**config.mk**
```make
export PLATFORM = sky130hd
export DESIGN_NAME = instr_encoder_loader
export DESIGN_NICKNAME = d
export VERILOG_FILES = /design/src/rtl/instr_encoder_loader.sv
export SDC_FILE = /design/constraint.sdc
export NUM_CORES = 1
export LEC_CHECK = 0
export ABC_AREA = 1
export BUFFER_PORTS_ARGS = -buffer_cell sky130_fd_sc_hd__buf_4
export CORE_ASPECT_RATIO = 1.25
export CORE_MARGIN = 5
export CORE_UTILIZATION = 45
export CTS_CLUSTER_DIAMETER = 60
export DETAILED_ROUTE_END_ITERATION = 6
export GPL_TIMING_DRIVEN = 0
export PLACE_DENSITY = 0.73
export SLEW_MARGIN = 10
export SYNTH_ARGS = -nofsm -noshare
export SYNTH_HDL_FRONTEND = slang
export SYNTH_SLANG_ARGS = --single-unit
```
**constraint.sdc**
```tcl
create_clock -name clk -period 3.8 [get_ports clk]
set_clock_uncertainty 0.05 [all_clocks]
set_input_delay 0 -clock clk [delete_from_list [all_inputs] [get_ports clk]]
set_output_delay 0 -clock clk [all_outputs]
set_load 0.02 [all_outputs]
```
**src/rtl/instr_encoder_loader.sv**
```systemverilog
// Packs assembled instruction fields into 32-bit words and writes them
// into instruction memory at consecutive addresses from 0.
module instr_encoder_loader #(
  parameter int ADDR_W = 8,
  parameter int DEPTH  = 256
) (
  input  logic              clk,
  input  logic              rst_n,
  input  logic              start,
  input  logic              in_valid,
  output logic              in_ready,
  input  logic [4:0]        in_opcode,
  input  logic [3:0]        in_dest,
  input  logic [3:0]        in_a,
  input  logic [3:0]        in_b,
  input  logic [15:0]       in_imm,
  input  logic              in_last,
  output logic              imem_we,
  output logic [ADDR_W-1:0] imem_addr,
  output logic [31:0]       imem_wdata,
  output logic              busy,
  output logic              done,
  output logic              error,
  output logic [1:0]        err_code,
  output logic [ADDR_W:0]   word_count
);

  typedef enum logic [2:0] {
    IDLE, LOAD, WRITE, DONE, ERR
  } state_t;

  localparam logic [ADDR_W-1:0] LAST_ADDR = ADDR_W'(DEPTH - 1);

  state_t      state;
  logic        last_q;
  logic        legal;
  logic        is_reg;
  logic        is_imm;
  logic        is_movb;
  logic [31:0] enc;

  assign legal   = (in_opcode <= 5'd21);
  assign is_reg  = in_opcode inside {[5'd2:5'd7], [5'd14:5'd17], 5'd21};
  assign is_imm  = in_opcode inside {5'd1, [5'd8:5'd12], [5'd18:5'd20]};
  assign is_movb = (in_opcode == 5'd13);

  // NOP and illegal opcodes leave everything below the opcode at zero
  always_comb begin
    enc = '0;
    enc[31:27] = in_opcode;
    unique case (1'b1)
      is_reg: begin
        enc[26:23] = in_dest;
        enc[22:19] = in_a;
        enc[18:15] = in_b;
      end
      is_imm: begin
        enc[26:23] = in_dest;
        enc[22:19] = in_a;
        enc[18:3]  = in_imm;
      end
      is_movb: begin
        enc[26:23] = in_dest;
        enc[22:19] = in_b;
        enc[18:15] = in_a;
      end
      default: ;
    endcase
  end

  always_ff @(posedge clk or negedge rst_n) begin
    if (!rst_n) begin
      state      <= IDLE;
      last_q     <= 1'b0;
      in_ready   <= 1'b0;
      imem_we    <= 1'b0;
      imem_addr  <= '0;
      imem_wdata <= '0;
      busy       <= 1'b0;
      done       <= 1'b0;
      error      <= 1'b0;
      err_code   <= 2'b00;
      word_count <= '0;
    end else begin
      unique case (state)
        IDLE, DONE, ERR: begin
          if (start) begin
            state      <= LOAD;
            imem_addr  <= '0;
            word_count <= '0;
            done       <= 1'b0;
            error      <= 1'b0;
            err_code   <= 2'b00;
            busy       <= 1'b1;
            in_ready   <= 1'b1;
          end
        end
        LOAD: begin
          if (in_valid) begin
            in_ready <= 1'b0;
            if (legal) begin
              imem_we    <= 1'b1;
              imem_wdata <= enc;
              last_q     <= in_last;
              state      <= WRITE;
            end else begin
              error    <= 1'b1;
              err_code <= 2'b01;
              busy     <= 1'b0;
              state    <= ERR;
            end
          end
        end
        WRITE: begin
          imem_we    <= 1'b0;
          imem_addr  <= imem_addr + 1'b1;
          word_count <= word_count + 1'b1;
          if (last_q) begin
            done  <= 1'b1;
            busy  <= 1'b0;
            state <= DONE;
          end else if (imem_addr == LAST_ADDR) begin
            error    <= 1'b1;
            err_code <= 2'b10;
            busy     <= 1'b0;
            state    <= ERR;
          end else begin
            in_ready <= 1'b1;
            state    <= LOAD;
          end
        end
        default: state <= IDLE;
      endcase
    end
  end

endmodule

```
=== Yosys cells after proc, flatten, opt, wreduce, memory -nomap -nowiden ===
Cells that the tools add are included.

* Register bits: 57
* Bits of input ports: 38
* Output and inout port bits: 56
* Logic and storage cells: 97

* $add $sub $neg: 2
* Magnitude comparators: 9
* Equality and inequality tests: 17
* Muxes and demuxes: 39
* Reductions and logical operators: 19

{| class="wikitable"
|+ Operators by type and width
! kind !! number
|-
| $pmux W12 S3 || 1
|-
| $pmux W9 S2 || 1
|-
| $mux W1 || 16
|-
| $ne A2 B2 Y1 const B || 8
|-
| $pmux W8 S2 || 1
|-
| $le A5 B5 Y1 const B || 3
|-
| $mux W3 || 5
|-
| $mux W12 || 1
|-
| $ge A5 B4 Y1 const B || 2
|-
| $mux W2 || 5
|-
| $reduce_and A5 Y1 || 2
|-
| $add A9 B1 Y9 const B || 1
|-
| $mux W9 || 1
|-
| $pmux W1 S3 || 3
|-
| $pmux W3 S3 || 1
|-
| $reduce_and A3 Y1 || 3
|-
| $reduce_bool A3 Y1 || 3
|-
| $add A8 B1 Y8 const B || 1
|-
| $eq A8 B8 Y1 const B || 1
|-
| $mux W8 || 1
|-
| $eq A3 B2 Y1 const B || 2
|-
| $pmux W2 S3 || 1
|-
| $reduce_and A6 Y1 || 1
|-
| $eq A5 B1 Y1 const B || 1
|-
| 15 further kinds || 21
|}

=== Logic depth before layout (Yosys ltp) ===
* Depth in word-level cells: 4
* Mapped depth: 10
* Gate-level depth less buffers: 9

=== Least setup slack after synthesis ===
Ideal clock, no wire load.

* Path kind: flip-flop to flip-flop
* From: register imem_addr[0]
* To: register err_code[1]
* Library setup time: 0.118 ns
* Arrival: 1.461 ns
* Data required time: 3.632 ns
* Path slack: 2.171 ns
* Cell stages (with the launch flop): 9
* Buffers on the path: 0
* Period minus slack after synthesis: 1.629 ns
* Cell sequence: dfrtp_1 > ha_1 > nand3_1 > inv_1 > nand2_1 > o21ai_0 > nand3_1 > nand2_1 > nand2_1

* Cells in the longest elaborated chain, start to end: 3

{| class="wikitable"
|+ Ends and longest elaborated chain
! element !! line !! RTL
|-
| start: declaration || 19 || <nowiki>output logic [ADDR_W-1:0] imem_addr,</nowiki>
|-
| start signal: assignment || 116 || <nowiki>imem_addr <= imem_addr + 1'b1;</nowiki>
|-
| $eq A8 B8 Y1 || 122 || <nowiki>end else if (imem_addr == LAST_ADDR) begin</nowiki>
|-
| $ne A2 B2 Y1 (no line) || - ||
|-
| $reduce_and A6 Y1 (no line) || - ||
|-
| end signal: assignment || 93 || <nowiki>err_code <= 2'b00;</nowiki>
|-
| end signal: assignment || 108 || <nowiki>err_code <= 2'b01;</nowiki>
|-
| end signal: assignment || 124 || <nowiki>err_code <= 2'b10;</nowiki>
|-
| end: declaration || 24 || <nowiki>output logic [1:0] err_code,</nowiki>
|}

No other way between the ends.
A chain may end at the register's enable or synchronous reset.

=== Final worst setup path ===
* From: input port in_opcode[1]
* To: register imem_wdata[22]

* Cells in the longest elaborated chain, start to end: 4
* Elaborated cells between the ends (all ways): 20
* Those cells by class: order compare: 9; eq/ne: 3; mux: 1; reduce/logical: 7

{| class="wikitable"
|+ Ends and longest elaborated chain
! element !! line !! RTL
|-
| start: declaration || 12 || <nowiki>input logic [4:0] in_opcode,</nowiki>
|-
| $ge A5 B4 Y1 (tied with other cells) || 44 || <nowiki>assign is_imm = in_opcode inside {5'd1, [5'd8:5'd12], [5'd18:5'd20]};</nowiki>
|-
| $logic_and A1 B1 Y1 (on tied branches) || 44, 43 ||
|-
| $reduce_bool A3 Y1 (on tied branches) || 44, 43 ||
|-
| $pmux W12 S3 || 51 || <nowiki>unique case (1'b1)</nowiki>
|-
| end signal: assignment || 103 || <nowiki>imem_wdata <= enc;</nowiki>
|-
| end: declaration || 20 || <nowiki>output logic [31:0] imem_wdata,</nowiki>
|}

Several ways; a longest one is shown, not always the timed one.

==> Flow_metrics.wiki <==
{| class="wikitable"
! Metric !! Value
|-
| Outcome || finished, final reports clean
|-
| Compound-gate portion of the synthesized area || 5.91%
|-
| Post-Synthesis Cells || 362
|-
| Sequential share of power || between 30% and 40%
|-
| Clock insertion delay at the later pin of the skew report || 0.33 ns
|-
| Starting density of the core || 46.0%
|-
| Count of input and output buffers || 90
|-
| Highest Clock Rate || 0.489 GHz
|-
| Final cell count without fillers || 591
|-
| Simple-gate portion of the synthesized area || 34.4%
|-
| Layout overhead on the synthesized area || 49.0%
|-
| Clock network fraction of design power || approximately a quarter
|-
| GP Congestion || ~0.87
|-
| Vias post-DR || around 2,900
|-
| Violation count after the first detailed-routing iteration || roughly 150
|-
| Cell variety after synth || 26
|-
| Final net count || approximately 540
|-
| Sort of element at the end of the critical path || flop
|-
| Sequential cell area fraction in the yosys report || between 50% and 60%
|-
| Clock H-tree levels || 3
|-
| Post-CTS repair timing setup buffer count || 0
|-
| Dpl hpwl || 5400 µm
|-
| Leakage dissipation || between 2 and 2.5 nW
|-
| Post-synthesis area per instance || 7.84 µm²
|-
| Unrepaired setup endpoints after global routing || no
|-
| Number of cells upsized or downsized after cts || 0
|-
| Antenna-violating nets left || 0
|-
| Maximum buffer depth of the clock tree || 2
|-
| Antenna violations before repair || 0
|-
| Final setup violation count || 0
|-
| Synthesized flop and latch total || 57
|-
| Clock transition at the registers of the reported paths || 0.07 ns
|-
| Core area || 6170 µm²
|-
| Num Clock Sinks || between 50 and 60
|-
| Count of placed standard cells including taps || approximately 540
|-
| Setup Crit Path Kind || input port to flop
|-
| Switching power of the nets || 0.00112 W
|-
| Die height || 98.8 µm
|-
| Routed WL per cell || approximately 13 µm
|-
| Number of ports placed on the die boundary || 94
|-
| Endpoint arrival time on the critical path || 2.26 ns
|-
| Critical-path cell with the highest stage delay || sky130_fd_sc_hd__dlygate4sd3_1
|-
| Delay-heaviest family, CP || buffers and inverters
|-
| Highest cell delay on the worst timing path || around 0.55 ns
|-
| Placed inst area || 3630 µm²
|-
| Vias in the first global route || 2,979
|-
| Xor/xnor share of the synthesized area || under 10%
|-
| Yosys warning total || 0
|-
| Shortest period the worst path allows || slightly above 2 ns
|-
| Total power consumption of the routed design || 0.00286 W
|-
| Max-slew headroom || just over 50%
|-
| Power density of the placed cells || 675 nW/µm²
|-
| Worst IR Drop VDD || ~0.00043 V
|-
| Most common cell type on the critical path || sky130_fd_sc_hd__nand2_1
|-
| Post-layout utilization of the core || 68.6%
|-
| Global-route wire length before repair || 13,400 µm
|-
| Fraction of synthesized area in multiplexers || 0%
|-
| First-pass iteration count of the detailed router || 5
|-
| Sum of negative setup slack || 0 ns
|-
| Die width || 81.0 µm
|-
| Tightest Hold Check Type || input port to flop
|-
| Detail-routed via count per cell || 4.90
|-
| Number of cell rows || 32
|-
| Transition time of the tightest slew-check pin || 0.743 ns
|-
| Max-cap viol count || 0
|-
| Cell type with the largest total area after synthesis || sky130_fd_sc_hd__dfrtp_1
|-
| Ant diodes || 0
|-
| Critical path data required time || 4.02 ns
|-
| Hold violation total from the final report || 0
|-
| WP buf/inv || 5
|-
| Total of fill cells in the finished design || around 530
|-
| Startpoint type of the worst setup path || input port
|-
| Internal Dissipation || 0.00174 W
|-
| Detailed-route wire length || 7760 µm
|-
| Post-route DRC violation count || 0
|-
| List of cells traversed by the critical path || dlygate4sd3_1, buf_4, inv_1, nand2_1, nor3_1, buf_2, nand2_1, nand3_1, dlygate4sd3_1, nand2_1, nand2_1
|-
| Combinational family with the most area after synthesis || simple AND/OR/NAND/NOR gates
|-
| Post-Layout Inst Area || 4230 µm²
|-
| Top fanout value on the critical path || 10
|-
| Fin crit share || 53.8%
|-
| Sum of overflow across all layers after global routing || 0
|-
| Maximum number of pins on one net before global-route repair || 58
|-
| Die ar. || around 8000 µm²
|-
| Global-route usage over all layers || approximately a fifth
|-
| Switching portion of total power || approximately two fifths
|-
| Clock tree root driver cell || sky130_fd_sc_hd__clkbuf_8
|-
| Power share of the combinational group || 42.3%
|-
| Clock buffer count from CTS || 9
|-
| Area share of the largest cell type after synthesis || roughly half
|-
| Fraction of layout cells with a size suffix above 1 || 25.1%
|-
| Final Max Tran Viols || 0
|-
| Netlist area before placement || roughly 2800 µm²
|-
| Fraction of the mapped netlist area in adder cells || 0.881%
|-
| Top cells by area in the synthesized netlist || sky130_fd_sc_hd__dfrtp_1, sky130_fd_sc_hd__nand2_1, sky130_fd_sc_hd__nand3_1
|-
| TritonCTS clock tree || done
|}
[worst min-delay path: cells and delay by family]
family	cells	cell delay [ns]
AND/OR/NAND/NOR	2	0.21
buffers and inverters	1	0.10
AO/OA/AOI/OAI	1	0.05
[Yosys cell counts, drive strengths merged]
library cell	n
buf	14
o22ai	3
dfrtp	57
inv	25
a22o	1
xor2	3
conb	1
xnor2	3
o21ai	22
nor3	4
nand3	41
nor2	13
a21boi	2
nand2	160
nand4	8
a21oi	3
ha	2
[cell usage in the layout (no fill, tap or decap), drive strengths merged]
cell / count
nor3: 4
clkinvlp: 1
xnor2: 3
a21boi: 2
inv: 25
o21ai: 22
a22o: 1
clkbuf: 9
nand4: 8
clkinv: 2
conb: 3
nor2: 13
buf: 104
a21oi: 3
xor2: 3
dfrtp: 57
bufinv: 3
ha: 2
nand2: 160
dlygate4sd3: 37
o22ai: 3
nand3: 41
[registers in the layout (all words and copies together), names as in the netlist]
signal and flops:
done 1, imem_addr 8, busy 1, word_count 9
imem_we 1, error 1, in_ready 1, state 3
last_q 1, imem_wdata 29, err_code 2
[power by group through the flow]
| stage | Sequential [W] | Clock, W | Combinational (W) |
|---|---|---|---|
| floorplan | 0.00119 | 0 | 0.000462 |
| finish | 0.000976 | 0.000673 | 0.00121 |
| global placement | 0.000980 | 0 | 0.00116 |
| detailed placement | 0.000981 | 0 | 0.00118 |
| global route | 0.00101 | 0.000714 | 0.00134 |
| CTS | 0.000977 | 0.000683 | 0.00122 |
[what timing repair did]
item                                    in CTS  in global routing
hold buffers                                37                  0
endpoints found under the setup margin       0                  0
endpoints found under the hold margin       93                  0
[kinds of logic after synthesis]
| kind of cell | Yosys count |
|---|---|
| adder cells (fa/ha/maj) | 2 |
| other | 1 |
| AND/OR/NAND/NOR | 226 |
| XOR/XNOR | 6 |
| AO/OA/AOI/OAI | 31 |
| buffers and inverters | 39 |
| flip-flops | 57 |
[stage by stage]
stage          setup WS, ns  hold WS (ns)
3_3_place_gp           2.09        0.0514
6_report               1.75        0.0304
2_1_floorplan          2.17        -0.346
4_1_cts                1.80        0.0147
5_1_grt                1.63        0.0438
3_5_place_dp           2.08        0.0583
[cell type report]
class / count / area, µm² / area share (%)
Clock buffer: 9 / 124 / 2.93
Buffer: 14 / 92.6 / 2.19
Multi-Input combinational cell: 268 / 1230 / 29.2
Timing Repair Buffer: 127 / 1050 / 24.7
Inverter: 25 / 93.8 / 2.22
Tap cell: 85 / 106 / 2.51
Sequential cell: 57 / 1430 / 33.7
Clock inverter: 6 / 108 / 2.54
[per-layer routing]
metal	share of wire, %	up-vias	global-route usage, %
met5	0	-	0
met4	1.5	0	6.24
met3	7.5	13	7.50
met2	51	93	35.9
met1	40	1353	25.1
li1	-	1438	-
[worst paths after layout]
kind | start | endpoint | slack, ns | depth (start not counted)
max | in_opcode[1] | imem_wdata[22]$_DFFE_PN0P_ | 1.75 | 11
min | in_valid | imem_wdata[29]$_DFFE_PN0P_ | 0.03 | 4
max reg2reg | imem_addr[0]$_DFFE_PN0P_ | err_code[1]$_DFFE_PN0P_ | 2.00 | 8
min reg2reg | err_code[1]$_DFFE_PN0P_ | err_code[1]$_DFFE_PN0P_ | 0.43 | 2
max in group asynchronous | rst_n | imem_addr[3]$_DFFE_PN0P_ | 2.98 | 2
min in group asynchronous | rst_n | imem_addr[7]$_DFFE_PN0P_ | 0.20 | 2
Note: power is estimated with default switching activity, not from simulation.
